## src/rtl/ramp_gen.sv

```systemverilog
// Programmable ramp generator: up-wrap, down-wrap, up-saturate and triangle sweeps between lo and hi.
// Define RAMP_GEN_TRIANGLE_EN to enable triangle mode (mode 11); otherwise mode 11 acts as up-wrap.
module ramp_gen #(
    parameter int WIDTH  = 7,
    parameter int STEP_W = 4
) (
    input  logic              clock,
    input  logic              reset,
    input  logic              enable,
    input  logic [1:0]        mode,
    input  logic [STEP_W-1:0] step,
    input  logic [WIDTH-1:0]  lo,
    input  logic [WIDTH-1:0]  hi,
    input  logic              load,
    input  logic [WIDTH-1:0]  load_val,
    output logic [WIDTH-1:0]  data_out,
    output logic              wrap,
    output logic              dir,
    output logic              at_limit
);

    typedef enum logic [1:0] {
        M_UPW = 2'b00,
        M_DNW = 2'b01,
        M_UPS = 2'b10,
        M_TRI = 2'b11
    } mode_e;

    // One extra bit of headroom so sums and limit comparisons never overflow.
    logic [WIDTH:0]   d_x, lo_x, hi_x, st_x, sum, lo_p_st;
    logic [WIDTH-1:0] nxt_d;
    logic             nxt_w;
    logic             out_rng;
    mode_e            mode_eff;

    assign d_x     = {1'b0, data_out};
    assign lo_x    = {1'b0, lo};
    assign hi_x    = {1'b0, hi};
    assign st_x    = (WIDTH+1)'(step);
    assign sum     = d_x + st_x;
    assign lo_p_st = lo_x + st_x;
    assign out_rng = (data_out < lo) || (data_out > hi) || (lo > hi);

`ifdef RAMP_GEN_TRIANGLE_EN
    logic dir_q, nxt_dir;
    assign dir      = dir_q;
    assign mode_eff = mode_e'(mode);
`else
    assign dir      = (mode != M_DNW);
    assign mode_eff = (mode_e'(mode) == M_TRI) ? M_UPW : mode_e'(mode);
`endif

    always_comb begin
        nxt_d = data_out;
        nxt_w = 1'b0;
`ifdef RAMP_GEN_TRIANGLE_EN
        nxt_dir = dir_q;
`endif
        if (load) begin
            if (load_val < lo)      nxt_d = lo;
            else if (load_val > hi) nxt_d = hi;
            else                    nxt_d = load_val;
        end else if (enable) begin
`ifdef RAMP_GEN_TRIANGLE_EN
            if (mode_eff == M_DNW)      nxt_dir = 1'b0;
            else if (mode_eff != M_TRI) nxt_dir = 1'b1;
`endif
            if (out_rng) begin
                nxt_d = lo;
            end else if (step != '0) begin
                case (mode_eff)
                    M_DNW: begin
                        if (d_x >= lo_p_st) nxt_d = WIDTH'(d_x - st_x);
                        else begin
                            nxt_d = hi;
                            nxt_w = 1'b1;
                        end
                    end
                    M_UPS: nxt_d = (sum < hi_x) ? WIDTH'(sum) : hi;
`ifdef RAMP_GEN_TRIANGLE_EN
                    M_TRI: begin
                        // Turn-around lands exactly on the limit, never past it.
                        if (dir_q) begin
                            if (sum < hi_x) nxt_d = WIDTH'(sum);
                            else begin
                                nxt_d   = hi;
                                nxt_dir = 1'b0;
                                nxt_w   = 1'b1;
                            end
                        end else begin
                            if (d_x > lo_p_st) nxt_d = WIDTH'(d_x - st_x);
                            else begin
                                nxt_d   = lo;
                                nxt_dir = 1'b1;
                                nxt_w   = 1'b1;
                            end
                        end
                    end
`endif
                    default: begin
                        if (sum <= hi_x) nxt_d = WIDTH'(sum);
                        else begin
                            nxt_d = lo;
                            nxt_w = 1'b1;
                        end
                    end
                endcase
            end
        end
    end

    always_ff @(posedge clock or negedge reset) begin
        if (!reset) begin
            data_out <= '0;
            wrap     <= 1'b0;
        end else begin
            data_out <= nxt_d;
            wrap     <= nxt_w;
        end
    end

`ifdef RAMP_GEN_TRIANGLE_EN
    always_ff @(posedge clock or negedge reset) begin
        if (!reset) dir_q <= 1'b1;
        else        dir_q <= nxt_dir;
    end
`endif

    assign at_limit = (data_out == lo) || (data_out == hi);

endmodule

```

## config.mk

```make
export PLATFORM = sky130hd
export DESIGN_NAME = ramp_gen
export DESIGN_NICKNAME = d
export VERILOG_FILES = /design/src/rtl/ramp_gen.sv
export SDC_FILE = /design/constraint.sdc
export NUM_CORES = 1
export LEC_CHECK = 0
export BUFFER_PORTS_ARGS = -buffer_cell sky130_fd_sc_hd__buf_2
export CORE_MARGIN = 8
export CORE_UTILIZATION = 60
export CTS_BUF_LIST = sky130_fd_sc_hd__clkbuf_2
export CTS_CLUSTER_DIAMETER = 100
export DETAILED_ROUTE_END_ITERATION = 6
export HOLD_SLACK_MARGIN = 0.12
export MAX_ROUTING_LAYER = met4
export PLACE_DENSITY = 0.83
export SYNTH_ARGS = -nofsm -noshare
export SYNTH_HDL_FRONTEND = slang
export SYNTH_SLANG_ARGS = --single-unit
```

## constraint.sdc

```tcl
create_clock -name clock -period 3.94 [get_ports clock]
set_input_delay 0.197 -clock clock [delete_from_list [all_inputs] [get_ports clock]]
set_output_delay 0.197 -clock clock [all_outputs]
set_load 0.02 [all_outputs]
```

==> results of run 1 <==
final cells by class:
type / count / area (µm²) / share of cell area, %
Clock buffer: 3 / 15.0 / 0.474
Inverter: 28 / 105 / 3.32
Multi-Input combinational cell: 296 / 2430 / 76.8
Sequential cell: 8 / 200 / 6.32
Tap cell: 52 / 65.1 / 2.05
Timing Repair Buffer: 59 / 349 / 11.0
worst paths after layout:
path | start | to | slack [ps] | cells after the start
min in group clock | enable | data_out[1] | 430 | 3
max in group asynchronous | reset | data_out[5] | 3420 | 2
min reg2reg | data_out[0] | data_out[0] | 640 | 1
max | data_out[0] | data_out[2] | 100 | 16
min | reset | wrap | 320 | 2
max reg2reg | data_out[0] | data_out[2] | 100 | 16
per-layer routing:
layer	GRT usage (%)	wire, µm
met1	30.6	3630
met2	39.3	4060
met3	4.79	833
met4	8.95	335
met5	-	0
cell families (layout without fill, tap and decap cells):
kind of cell    count (synthesis)  after routing  synth area share (%)
compound gates                109            109                  28.7
xor+xnor                       15             15                  4.76
fa+ha+maj                      66             66                  30.8
buf+inv                        39             90                  5.94
flops                           8              8                  7.26
mux                            13             13                  5.08
simple gates                   93             93                  17.5
power by group through the flow:
stage | clock [mW] | sequential [mW] | combinational, mW
floorplan | 0 | 0.143 | 0.622
global placement | 0 | 0.129 | 0.850
detailed placement | 0 | 0.129 | 0.883
CTS | 0.0512 | 0.128 | 0.888
global route | 0.0588 | 0.134 | 1.03
finish | 0.0512 | 0.132 | 0.949
repair_timing:
item                                    4_1_cts  5_1_grt
gates resized for setup                       0       10
hold buffers                                  1        0
hold endpoints to repair                      8        0
setup buffers                                 0        4
endpoints found under the setup margin        0        6
layout by cell type, fill, tap and decap left out, drive strengths merged, types with 2 or more instances in the layout:
| cell type | synthesis | final |
|---|---|---|
| ha | 63 | 63 |
| buf | 6 | 58 |
| nand2 | 32 | 32 |
| inv | 28 | 28 |
| a21oi | 28 | 28 |
| o211ai | 16 | 16 |
| o21ai | 15 | 15 |
| nor2 | 14 | 14 |
| nand3 | 13 | 13 |
| a21o | 10 | 10 |
| xnor2 | 9 | 9 |
| mux2i | 8 | 8 |
| dfrtp | 8 | 8 |
| a211oi | 6 | 6 |
| nand2b | 6 | 6 |
| xor2 | 6 | 6 |
| nand4 | 5 | 5 |
| mux2 | 5 | 5 |
| nor2b | 4 | 4 |
| nand3b | 4 | 4 |
| a2111oi | 4 | 4 |
| a31oi | 3 | 3 |
| o21a | 3 | 3 |
| clkbuf | 5 | 3 |
| nor3 | 3 | 3 |
| and3 | 3 | 3 |
| or4 | 3 | 3 |
| o22ai | 3 | 3 |
| fa | 3 | 3 |
| o21bai | 2 | 2 |
| o22a | 2 | 2 |
| a2111o | 2 | 2 |
| nor3b | 2 | 2 |
| a221oi | 2 | 2 |
metrics by stage:
stage / TNS, ps / hold WS [ps] / instance area, µm² / power (mW) / util [%]
after global placement: 0 / 53.4 / 3070 / 0.979 / 70.0
after detailed placement: 0 / 56.8 / 3070 / 1.01 / 70.0
after CTS: 0 / 318 / 3090 / 1.07 / 70.6
after floorplan: 0 / -98.6 / 2760 / 0.766 / -
after global routing: -54.4 / 319 / 3170 / 1.23 / 72.2
final: 0 / 318 / 3170 / 1.13 / 72.2
state kept, by name (all words and copies together) (netlist names):
register  cells
data_out      7
wrap          1
==> key figures, run 1 <==
Final layout
  – Fin cells: approximately 450
  – Layout cell share with drive strength beyond 1: 21.8%
  – # diodes: 0
  – Fillers: about 350
  – Nets: around 500
  – Layout area overhead: 14.8%

Power
  – Sw Ratio: between 50% and 60%
  – Part of the power in combinational logic: 83.8%
  – Static Leakage: 1.57 nW
  – Flop pwr share: approximately 12%
  – Maximum vdd ir drop: around 0.23 mV
  – Clock share of power: 4.5%
  – Pint: between 0.5 and 0.6 mW
  – Switching power: 0.592 mW
  – P per Cell Area: about 360 nW/µm²

Placement
  – HPWL Detailed: slightly above 7000 µm
  – Routability Congestion: 1.03
  – IO buf count: 40
  – Dpl cells: between 400 and 500
  – Pre-CTS WS: approximately 38 ps

Min path
  – Hold/Removal Path Class: input port to asynchronous set/reset pin

Critical path
  – Crit Path Class: flip-flop to flip-flop
  – Slowest CP cell: dfrtp_1
  – CP endpoint kind: flip-flop
  – Buf/Inv on CP: 1
  – Worst EP required: 4050 ps
  – CP startpoint kind: flip-flop
  – CP arrival: 3950 ps
  – Critical path's largest stage delay: about 420 ps
  – Cell family with most CP delay: compound AO/OA/AOI/OAI gates
  – Critical path, cell by cell: ha_2 -> fa_2 -> nand2b_1 -> a2bb2oi_2 -> nand3_2 -> xnor2_2 -> ha_1 -> and3_4 -> a221oi_2 -> o21ai_2 -> nor2_4 -> buf_6 -> mux2_2 -> a2111o_1 -> a21oi_1 -> o211ai_1
  – Crit-path max FO: 6

STA
  – Final slew viol count: 0
  – Period Utilization, post-route: a little under 100%
  – Worst-Margin Slew: between 500 and 600 ps
  – Min Tclk post-route: approximately 3800 ps
  – Final Hold Fails: 0
  – Final setup viols: 0
  – Max Clk Rate: roughly 260 MHz
  – Worst setup margin: around 100 ps
  – Clock skew: 19.6 ps
  – Slew HR: roughly 62%

Routing
  – TritonRoute pass-1 iters: 6
  – Starting DRT DRC Count: 370
  – Drc violations: 0
  – Post-Route WL: a little under 9000 µm
  – Via count: 2,964
  – Vias per cell: 6.65
  – Antenna Nets Post-Route: 0
  – WL/cell: slightly below 20 µm

Clock tree
  – H-tree depth: 1
  – Clock Latency Late Sink: approximately 240 ps
  – Root buf cell: clkbuf_2
  – CTS clock-pin slew for the worst setup and hold paths: about 100 ps
  – CTS tree: yes
  – CTS Buffer Depth: 2
  – Num CTS Buffers: 3
  – Clock Sinks: 8

GRT
  – Initial antenna violation count: 0
  – First-pass GRT wire length: around 14,000 µm
  – GR Overflow Total: 0
  – Number of global-route vias before repair: slightly below 3,000
  – Total track usage: approximately 25%
  – Largest net degree at the start of global routing: 19

Floorplan
  – Die span in x: 83.8 µm
  – Die height: around 84 µm
  – Core ar.: around 4400 µm²
  – I/O pin cnt: 41
  – Die area: 7020 µm²
  – # rows: 24
  – Starting Density: around 63%

Yosys
  – Synthesized instance count: 343
  – Avg Inst Size Synth: approximately 8 µm²
  – Area share of the largest cell type after synthesis: between 20% and 30%
  – Most frequent cell after synthesis: ha_1
  – Cell Area, Synth: between 2000 and 3000 µm²
  – Cell taking the most area after synthesis: ha_1
  – Ys Warns: 0
  – Async SR Flop Fraction: between 90% and 100%
  – Post-synth EDFFs: 0
  – Yosys cell types: 65
  – Yosys reg bits: 8
  – Area contributors post-synth: ha_1 29%, dfrtp_1 7.3%, a21oi_1 4.7%, nand2_1 4.4%, o211ai_1 4.4%
  – Mapped Nets: 440
  – Most frequent cells after synthesis: 63 x ha_1, 32 x nand2_1, 28 x inv_1, 26 x a21oi_1, 16 x o211ai_1
  – Synth Flop Type: dfrtp_1
  – Sequential share of the synthesized area: ~7.3%

Job
  – Max-cap violations: 0

Status
  – Status: finished clean
(Power assumes the default switching activity.)
==> inputs of run 2 (changes only) <==
CAP_MARGIN = 20   (was unset)
CORE_UTILIZATION = 55   (was 60)
PLACE_DENSITY = 0.77   (was 0.83)
SETUP_SLACK_MARGIN = 0.2   (was unset)
==> run 2 against run 1 <==
Against the previous run:
- power rose by 13%
- core utilization fell by 0.36 points
- flip-flop and latch count did not move
- combinational power rose by 16%
- clock power rose by 18%
- critical path depth fell by 1
- cell area rose by 8.6%
- worst setup slack improved by 110 ps
- count of clock-buffer cells in the layout rose by 1
- sequential power fell by 8%
- global-route usage fell by 0.78 points
- die area rose by 7.3%
- critical path type unchanged
- critical endpoint unchanged
==> key figures, run 2 (same netlist as run 1, synthesis figures left out) <==
GRT
  – Largest net degree at the start of global routing: 19
  – Initial antenna violation count: 0
  – Number of global-route vias before repair: ~2,900
  – First-pass GRT wire length: roughly 14,000 µm
  – GR Overflow Total: 0
  – Total track usage: ~24%

Clock tree
  – H-tree depth: 1
  – CTS clock-pin slew for the worst setup and hold paths: roughly 90 ps
  – Num CTS Buffers: 3
  – Root buf cell: clkbuf_2
  – CTS Buffer Depth: 2
  – Clock Sinks: 8
  – Clock Latency Late Sink: roughly 250 ps
  – CTS tree: yes

Critical path
  – Critical path's largest stage delay: about 440 ps
  – CP endpoint kind: flip-flop
  – Slowest CP cell: dfrtp_1
  – Critical path, cell by cell: ha_4 -> fa_2 -> nand2b_1 -> a2bb2oi_2 -> nand3_1 -> xnor2_2 -> ha_4 -> and3_4 -> a221oi_4 -> o21ai_2 -> nor2_4 -> mux2_2 -> a2111o_1 -> a21oi_1 -> o211ai_1
  – CP arrival: between 3000 and 4000 ps
  – Crit-path max FO: 4
  – Reg2reg path depth: 15
  – Crit Path Class: flip-flop to flip-flop
  – R2R setup slack: between 200 and 250 ps
  – CP startpoint kind: flip-flop
  – Critical path's most frequent cell: ha_4
  – Worst EP required: around 4000 ps

Floorplan
  – Core ar.: 4790 µm²
  – Starting Density: ~58%
  – Die span in x: roughly 87 µm
  – I/O pin cnt: slightly above 40
  – Die area: approximately 7500 µm²
  – Die height: 86.8 µm
  – # rows: 25

STA
  – RSZ-0062 raised after global routing: no
  – Max Clk Rate: roughly 270 MHz
  – Period Utilization, post-route: a little over nine tenths
  – Min Tclk post-route: 3730 ps
  – Final setup viols: 0
  – Slew HR: approximately 61%
  – Final slew viol count: 0
  – Final Hold Fails: 0
  – Clock skew: around 2.4 ps
  – Hold slack: between 300 and 400 ps
  – Worst-Margin Slew: around 590 ps
  – Final setup TNS: 0 ps

Placement
  – IO buf count: 40
  – HPWL Detailed: approximately 7000 µm
  – Cell Area, Placed: between 3000 and 4000 µm²
  – Routability Congestion: around 1.0
  – Dpl cells: around 460

Routing
  – Vias per cell: between 6 and 7
  – TritonRoute pass-1 iters: 5
  – Drc violations: 0
  – Via count: ~3,000
  – Antenna Nets Post-Route: 0
  – Starting DRT DRC Count: between 200 and 300
  – Post-Route WL: between 9000 and 10,000 µm
  – WL/cell: between 15 and 20 µm

Power
  – Sw Ratio: 50.8%
  – P per Cell Area: ~370 nW/µm²
  – Static Leakage: 1.63 nW
  – Part of the power in combinational logic: 85.8%
  – Pint: 0.629 mW
  – Switching power: 0.649 mW
  – Flop pwr share: under 10%
  – Maximum vdd ir drop: approximately 0.32 mV
  – Clock share of power: roughly 4.7%

Final layout
  – Layout cell share with drive strength beyond 1: about 28%
  – Biggest regs: data_out (7), wrap (1)
  – Largest register FFs: 7
  – Fin cells: 471
  – Most frequent cells in the layout: 54 x ha_1, 40 x buf_2, 31 x nand2_1
  – Layout area overhead: 24.7%
  – Commonest non-fill, non-tap cell in the layout: ha_1
  – Fin util: roughly 70%
  – Top reg by flops: data_out
  – Nets: around 500
  – # diodes: 0
  – Post-route cell area: about 3400 µm²

Job
  – Max-cap violations: 0

Min path
  – Hold/Removal Path Class: input port to asynchronous set/reset pin

Status
  – Status: finished clean
-- run 2: per-stage QoR --
step | worst slack, ps | power (mW)
2_1_floorplan | 229 | 0.766
3_3_place_gp | 107 | 1.00
3_5_place_dp | 7.01 | 1.03
4_1_cts | 203 | 1.13
5_1_grt | 138 | 1.38
6_report | 211 | 1.28
-- run 2: per-layer routing --
metal	part of all wire, %	vias up	global-route usage [%]
li1	-	1420	-
met1	44	1409	29.9
met2	47	133	40.4
met3	7.1	28	3.02
met4	2.6	0	5.63
met5	0	-	-
-- run 2: critical path, delay by kind of cell (launching register included) --
family	cells	cell delay, ps
xor gates and xnor gates	1	170
and+or+nand+nor	4	590
adders and majority gates	3	810
DFF	1	440
muxes	1	350
AOI/OAI and AO/OA	6	1220
-- run 2: timing repair --
item,4_1_cts,5_1_grt
setup endpoints to repair,5,6
hold buffers,1,0
pin swaps,4,11
resized for setup,10,25
setup buffers,2,7
endpoints found under the hold margin,8,0
-- run 2: area by class of cell --
| class | instances | area (µm²) |
|---|---|---|
| multi-input combinational | 296 | 2600 |
| timing repair buffer | 68 | 424 |
| fill | 399 | 1350 |
| inverter | 28 | 105 |
| clock buffer | 4 | 20.0 |
| sequential | 8 | 203 |
| tap | 67 | 83.8 |
-- run 2: power groups by stage --
| stage | clock network, mW | logic, mW | registers (mW) |
|---|---|---|---|
| floorplan | 0 | 0.622 | 0.144 |
| global placement | 0 | 0.890 | 0.114 |
| detailed placement | 0 | 0.911 | 0.115 |
| CTS | 0.0605 | 0.954 | 0.117 |
| global route | 0.0655 | 1.19 | 0.123 |
| finish | 0.0602 | 1.10 | 0.121 |
-- run 2: path summary, 6_finish.rpt --
path / endpoint / from
hold reg to reg: data_out[0] / data_out[0]
setup reg to reg: data_out[2] / data_out[0]
min in group clock: data_out[5] / lo[5]
hold / removal: data_out[0] / reset
max in group asynchronous: data_out[1] / reset
setup / recovery: data_out[2] / data_out[0]
